[config.mk]
export PLATFORM = sky130hd
export DESIGN_NAME = bidir_port_ctrl_flat
export DESIGN_NICKNAME = d
export VERILOG_FILES = /design/src/rtl/bidir_port_ctrl_if.sv /design/src/rtl/bidir_port_ctrl.sv /design/src/flat_wrapper.sv
export SDC_FILE = /design/constraint.sdc
export NUM_CORES = 1
export LEC_CHECK = 0
export BUFFER_PORTS_ARGS = -buffer_cell sky130_fd_sc_hd__buf_4
export CAP_MARGIN = 20
export CORE_MARGIN = 4
export CORE_UTILIZATION = 44
export CTS_CLUSTER_SIZE = 20
export DETAILED_ROUTE_END_ITERATION = 8
export PLACE_DENSITY_LB_ADDON = 0.1
export SKIP_LAST_GASP = 1
export SLEW_MARGIN = 20
export SYNTH_ARGS = -nofsm -noshare
export SYNTH_HDL_FRONTEND = slang
export SYNTH_SLANG_ARGS = --single-unit
[constraint.sdc]
create_clock -name clk -period 3.1 [get_ports clk]
set_input_delay 0.31 -clock clk [delete_from_list [all_inputs] [get_ports clk]]
set_output_delay 0.31 -clock clk [all_outputs]
set_load 0.03 [all_outputs]
[src/rtl/bidir_port_ctrl_if.sv]
// Bus bundle for the half-duplex line controller: local tx byte stream, far-end
// request/valid, line data both ways, buffer direction control, rx byte stream.
// master = the side that sources tx bytes, drives peer signals and samples the line;
// slave  = the controller itself.
interface bidir_port_ctrl_if #(
   parameter int WIDTH = 8
);
   logic             tx_valid;
   logic [WIDTH-1:0] tx_data;
   logic             tx_ready;
   logic             peer_req;
   logic             peer_valid;
   logic [WIDTH-1:0] line_in;
   logic [WIDTH-1:0] line_out;
   logic             line_oe;
   logic             rx_valid;
   logic [WIDTH-1:0] rx_data;
   logic             busy;

   modport master (
      output tx_valid, tx_data, peer_req, peer_valid, line_in,
      input  tx_ready, line_out, line_oe, rx_valid, rx_data, busy
   );

   modport slave (
      input  tx_valid, tx_data, peer_req, peer_valid, line_in,
      output tx_ready, line_out, line_oe, rx_valid, rx_data, busy
   );
endinterface

[src/rtl/bidir_port_ctrl.sv]
// Direction/turnaround sequencer for a half-duplex line behind a bidirectional buffer.
// Latency: tx byte reaches line_out 1 cycle after accept; rx byte reaches rx_data 1 cycle after sample.
// Backpressure: tx_ready only in TX; bursts capped at MAX_BURST; no backpressure on rx (pulse output).
//
// Ports:
//   clk     - single clock, all state changes on rising edge
//   rst     - asynchronous active-high reset
//   bus     - slave side of bidir_port_ctrl_if:
//             tx_valid/tx_data/tx_ready  local transmit byte stream
//             peer_req/peer_valid        far end requests line / drives a byte
//             line_in/line_out/line_oe   buffer data in, registered data out, registered direction
//             rx_valid/rx_data           registered received byte, one-cycle pulse
//             busy                       high whenever the FSM is not IDLE
module bidir_port_ctrl #(
   parameter int WIDTH       = 8,
   parameter int TURN_CYCLES = 2,    // 1..15
   parameter int MAX_BURST   = 16    // 1..255
) (
   input  logic               clk,
   input  logic               rst,
   bidir_port_ctrl_if.slave   bus
);

   typedef enum logic [2:0] {
      IDLE    = 3'd0,
      TURN_TX = 3'd1,
      TX      = 3'd2,
      DRAIN   = 3'd3,
      TURN_RX = 3'd4,
      RX      = 3'd5
   } state_t;

   // Terminal values of the two counters, sized to the counter widths.
   localparam logic [3:0] TURN_LAST  = 4'(TURN_CYCLES - 1);
   localparam logic [7:0] BURST_LAST = 8'(MAX_BURST - 1);

   state_t           state_q;
   state_t           state_d;

   logic [3:0]       turn_cnt_q;
   logic [7:0]       burst_cnt_q;

   logic [WIDTH-1:0] line_out_q;
   logic             line_oe_q;
   logic             rx_valid_q;
   logic [WIDTH-1:0] rx_data_q;

   logic             tx_ready_c;
   logic             busy_c;
   logic             line_oe_d;

   logic             turn_done;
   logic             burst_last;
   logic             tx_accept;
   logic             rx_capture;
   logic             state_change;

   // Turn states last exactly TURN_CYCLES cycles: the counter starts at 0 on
   // entry and the exit is taken while it reads TURN_CYCLES-1.
   assign turn_done    = (turn_cnt_q == TURN_LAST);
   // The byte being accepted now is the MAX_BURST-th of this burst.
   assign burst_last   = (burst_cnt_q == BURST_LAST);
   assign tx_accept    = (state_q == TX) && bus.tx_valid;
   // In the cycle peer_req drops we leave RX and ignore peer_valid.
   assign rx_capture   = (state_q == RX) && bus.peer_req && bus.peer_valid;
   assign state_change = (state_d != state_q);

   //------------------------------------------------------------------
   // State register
   //------------------------------------------------------------------
   always_ff @(posedge clk or posedge rst) begin
      if (rst) begin
         state_q <= IDLE;
      end else begin
         state_q <= state_d;
      end
   end

   //------------------------------------------------------------------
   // Next-state logic
   //------------------------------------------------------------------
   always_comb begin
      state_d = state_q;
      case (state_q)
         IDLE: begin
            // A far-end request wins over a pending local byte.
            if (bus.peer_req) begin
               state_d = RX;
            end else if (bus.tx_valid) begin
               state_d = TURN_TX;
            end
         end
         TURN_TX: begin
            // Committed once entered; tx_valid dropping does not abort.
            if (turn_done) begin
               state_d = TX;
            end
         end
         TX: begin
            // peer_req is not looked at here; the burst ends on its own.
            if (!bus.tx_valid || burst_last) begin
               state_d = DRAIN;
            end
         end
         DRAIN: begin
            state_d = TURN_RX;
         end
         TURN_RX: begin
            if (turn_done) begin
               state_d = IDLE;
            end
         end
         RX: begin
            if (!bus.peer_req) begin
               state_d = IDLE;
            end
         end
         default: begin
            state_d = IDLE;
         end
      endcase
   end

   //------------------------------------------------------------------
   // Output logic
   //------------------------------------------------------------------
   always_comb begin
      tx_ready_c = 1'b0;
      busy_c     = 1'b0;
      line_oe_d  = 1'b0;
      if (state_q == TX) begin
         tx_ready_c = 1'b1;
      end
      if (state_q != IDLE) begin
         busy_c = 1'b1;
      end
      // line_oe is registered, so it is computed from the state being entered;
      // the register then matches the current state cycle for cycle.
      if ((state_d == TX) || (state_d == DRAIN)) begin
         line_oe_d = 1'b1;
      end
   end

   //------------------------------------------------------------------
   // Counters
   //------------------------------------------------------------------
   always_ff @(posedge clk or posedge rst) begin
      if (rst) begin
         turn_cnt_q <= 4'd0;
      end else if (state_change) begin
         turn_cnt_q <= 4'd0;
      end else if ((state_q == TURN_TX) || (state_q == TURN_RX)) begin
         turn_cnt_q <= turn_cnt_q + 4'd1;
      end
   end

   // Cleared on entry to TURN_TX; the MAX_BURST cap keeps it from wrapping.
   always_ff @(posedge clk or posedge rst) begin
      if (rst) begin
         burst_cnt_q <= 8'd0;
      end else if ((state_d == TURN_TX) && (state_q != TURN_TX)) begin
         burst_cnt_q <= 8'd0;
      end else if (tx_accept) begin
         burst_cnt_q <= burst_cnt_q + 8'd1;
      end
   end

   //------------------------------------------------------------------
   // Line and receive datapath
   //------------------------------------------------------------------
   always_ff @(posedge clk or posedge rst) begin
      if (rst) begin
         line_out_q <= '0;
         line_oe_q  <= 1'b0;
      end else begin
         line_oe_q <= line_oe_d;
         // line_out moves only on an accepted byte and holds otherwise,
         // so DRAIN keeps presenting the last byte of the burst.
         if (tx_accept) begin
            line_out_q <= bus.tx_data;
         end
      end
   end

   always_ff @(posedge clk or posedge rst) begin
      if (rst) begin
         rx_valid_q <= 1'b0;
         rx_data_q  <= '0;
      end else begin
         rx_valid_q <= rx_capture;
         if (rx_capture) begin
            rx_data_q <= bus.line_in;
         end
      end
   end

   assign bus.tx_ready = tx_ready_c;
   assign bus.busy     = busy_c;
   assign bus.line_out = line_out_q;
   assign bus.line_oe  = line_oe_q;
   assign bus.rx_valid = rx_valid_q;
   assign bus.rx_data  = rx_data_q;

endmodule

[src/flat_wrapper.sv]
// flat-port wrapper written by rule: the top's interface ports become plain ports
module bidir_port_ctrl_flat 
#(
   parameter int WIDTH       = 8,
   parameter int TURN_CYCLES = 2,            
   parameter int MAX_BURST   = 16             
)
  (clk, rst, bus_tx_valid, bus_tx_data, bus_peer_req, bus_peer_valid, bus_line_in, bus_tx_ready, bus_line_out, bus_line_oe, bus_rx_valid, bus_rx_data, bus_busy);
  bidir_port_ctrl_if #(.WIDTH(WIDTH)) bus_i ();
  input  logic clk;
  input  logic rst;
  input wire logic [$bits(bus_i.tx_valid)-1:0] bus_tx_valid;
  input wire logic [$bits(bus_i.tx_data)-1:0] bus_tx_data;
  input wire logic [$bits(bus_i.peer_req)-1:0] bus_peer_req;
  input wire logic [$bits(bus_i.peer_valid)-1:0] bus_peer_valid;
  input wire logic [$bits(bus_i.line_in)-1:0] bus_line_in;
  output wire logic [$bits(bus_i.tx_ready)-1:0] bus_tx_ready;
  output wire logic [$bits(bus_i.line_out)-1:0] bus_line_out;
  output wire logic [$bits(bus_i.line_oe)-1:0] bus_line_oe;
  output wire logic [$bits(bus_i.rx_valid)-1:0] bus_rx_valid;
  output wire logic [$bits(bus_i.rx_data)-1:0] bus_rx_data;
  output wire logic [$bits(bus_i.busy)-1:0] bus_busy;
  assign bus_i.tx_valid = bus_tx_valid;
  assign bus_i.tx_data = bus_tx_data;
  assign bus_i.peer_req = bus_peer_req;
  assign bus_i.peer_valid = bus_peer_valid;
  assign bus_i.line_in = bus_line_in;
  assign bus_tx_ready = bus_i.tx_ready;
  assign bus_line_out = bus_i.line_out;
  assign bus_line_oe = bus_i.line_oe;
  assign bus_rx_valid = bus_i.rx_valid;
  assign bus_rx_data = bus_i.rx_data;
  assign bus_busy = bus_i.busy;
  bidir_port_ctrl #(.WIDTH(WIDTH), .TURN_CYCLES(TURN_CYCLES), .MAX_BURST(MAX_BURST)) u_core (.clk(clk), .rst(rst), .bus(bus_i));
endmodule
==> results.md <==
* Status: finished, final reports clean
* Yosys top cell by area: dfrtp_1
* Max incr delay on CP at 620 ps
* Die Ht at 68.3 µm
* Lkg Pwr at 0.000963 µW
* Layout Cells excl Fill at 223
* Port buffer count at 40
* Seq cells post-synth at 33
* Crit-path cells: inv_1, and2_1, buf_4
* Worst setup path category: flip-flop to output port
* IO Pins at 41
* Fillers at 298
* Synthesized cell area at 1600 µm²
* Yosys top cell area share at 51.6%
* Yosys cell types at 35
* Total placed cells including tap cells at 215
* Vias in the first global route at 1234
* Syn-to-layout area delta at 25.6%
* FF/Latch Area at 826 µm²
* Avg Vias per Cell at 5.23
* Initial DRC Count at 54
* Detail Route Antenna Nets at 0
* Final setup viols at 0
* Remaining DRCs at 0
* Final Skew at 7.99 ps
* Post-synth top flop: dfrtp_1
* Slew headroom at 55.3%
* CTS max path bufs at 2
* Initial cell density of the core at 46.8%
* Num CTS Buffers at 5
* Postcts setup bufs at 0
* Syn Inst Count at 133
* Gp weighted congestion at 0.732
* DIE AREA at 4670 µm²
* Core Util, Final at 58.8%
* CORE AREA at 3420 µm²
* Grt ovf at 0
* Fmax at 544 MHz
* Top sig layer: met4
* WL met1 at 1440 µm
* Worst hold path type: input pin to async pin
* CTS tree: built
* Period utilization at 59.3%
* DR vias at 1167
* Flop2flop setup slack at 1290 ps
* Hold Vio Cnt, Final at 0
* Top cell family by delay on the critical path: flip-flops
* Total chip power at 2010 µW
* Setup TNS at 0 ps
* Register area share after synthesis at 51.6%
* Detailed Place HPWL at 2360 µm
* FF-to-FF path depth at 6
* DP Area at 1920 µm²
* Number of hold buffers added after CTS at 0
* Worst setup SP type: flip-flop
* Pin count of the biggest net entering global routing at 34
* Crit Reg-Reg Endpoint: u_core.burst_cnt_q[2]
* Multi-input gate area at 703 µm²
* CP Capture Type: output port
* Nets at 200
* EDFF count, synth at 0
* Min cycle time layout at 1840 ps
* Slowest cell on the critical path: dfrtp_1
* Number of diodes at 0
* GRT Util Overall at 15.8%
* Worst Path Required at 2790 ps
* Max Slew Vio Count at 0
* First-pass GRT wire length at 5400 µm
* Die width at 68.3 µm
* Rows at 21
* RSZ-0062 raised after global routing: false
* Clock Root Buffer: clkbuf_4
* DR WL met3 at 198 µm
* CP Max Fanout at 13
* Drt total wl at 3210 µm
* Ratio of cells with drive above 1 in the final layout at 41.8%
* H-tree depth at 2
* 1st-pass router iterations at 4
* Syn_area_per_cell at 12.0 µm²
* Met2 wire length at 1530 µm
* Sink Count at 33
* Reg2reg start: u_core.turn_cnt_q[1]
* Post-synth ARST share at 100%
* # resized after CTS at 0
* VDD IR-drop max at 528 µV
* Syn Nets at 157
* Power Dens Cells at 1000 nW/µm²
* Reg clk slew, reported paths at 100 ps
* Top post-synthesis cells by area: dfrtp_1, mux2_2, a21oi_1
* Routed WL per cell at 14.4 µm
* Most frequent cells in the layout: buf_4, dfrtp_1, mux2_2
* Crit path buf inv count at 2
* Most common cell after layout, fill and taps aside: buf_4
* Slew @ Worst Pin at 671 ps
* Post-route cell area at 2010 µm²
* Worst EP arrival at 1530 ps
* Syn. warnings at 0
* Number of max-cap violations at 0
* Initial antenna violation count at 0
* Worst skew pair latency at 330 ps
## cell families after synthesis
kind of cell,count (synthesis),share of synthesized area [%]
flops,33,51.6
compound gates,25,10.6
buf+inv,12,4.85
xor+xnor,11,6.02
mux,19,13.2
fa+ha+maj,3,2.35
simple gates,30,11.4
## area by class of cell
| type | count | share of cell area, % |
|---|---|---|
| clock buffers | 7 | 2.74 |
| repair buffers | 42 | 15.7 |
| inverters | 6 | 1.12 |
| multi-input cells | 88 | 35.0 |
| well taps | 46 | 2.86 |
| clock inverters | 1 | 1.49 |
| flip-flops and latches | 33 | 41.1 |
## report_power, final
part | total, µW | internal [µW] | switching (µW)
sequential | 708 | 574 | 134
clock | 336 | 193 | 143
combinational | 971 | 399 | 572
## cell usage after synthesis, types with 2 or more instances
master / instances
a21oi_1: 13
mux2i_1: 2
buf_6: 4
nor2_1: 6
nand4_1: 2
o21ai_0: 2
mux2_2: 17
nor3_1: 2
dfrtp_1: 33
and2_1: 2
xnor2_1: 5
a211oi_1: 3
xor2_1: 6
buf_2: 2
inv_1: 5
nand2_1: 4
nand3_1: 5
ha_1: 3
## sequential cells by signal, indices dropped and copies added (netlist names)
name	flops
u_core.state_q	3
u_core.turn_cnt_q	4
u_core.bus.line_out	8
u_core.bus.rx_data	8
u_core.bus.line_oe	1
u_core.bus.rx_valid	1
u_core.burst_cnt_q	8
## routing by layer
layer  vias to the layer above  global-route usage [%]
li1                        562                       -
met1                       562                    20.5
met2                        39                    23.1
met3                         4                    6.24
met4                         0                    7.44
met5                         -                       0
## through the flow
| stage | setup slack, ps | hold WS [ps] |
|---|---|---|
| 2_1_floorplan | 1550 | 439 |
| 3_3_place_gp | 1400 | 421 |
| 5_1_grt | 1040 | 69.3 |
| 6_report | 1260 | 55.8 |
| 3_5_place_dp | 1310 | 426 |
| 4_1_cts | 1250 | 51.0 |
## worst min-delay path, stage by stage
cell   delay [ps]
buf_4         100
inv_1          40
buf_4         360
## worst max path at each step
stage	start	to	slack (ps)	cells after the start
after floorplan	u_core.turn_cnt_q[1]	u_core.turn_cnt_q[0]	1550	7
after global placement	u_core.turn_cnt_q[1]	u_core.burst_cnt_q[0]	1400	6
after detailed placement	u_core.turn_cnt_q[1]	u_core.burst_cnt_q[4]	1310	6
after CTS	u_core.state_q[1]	bus_tx_ready	1250	3
after global routing	u_core.turn_cnt_q[1]	u_core.burst_cnt_q[1]	1040	6
final	u_core.state_q[2]	bus_tx_ready	1260	3
Power figures use the tool's default switching activity.
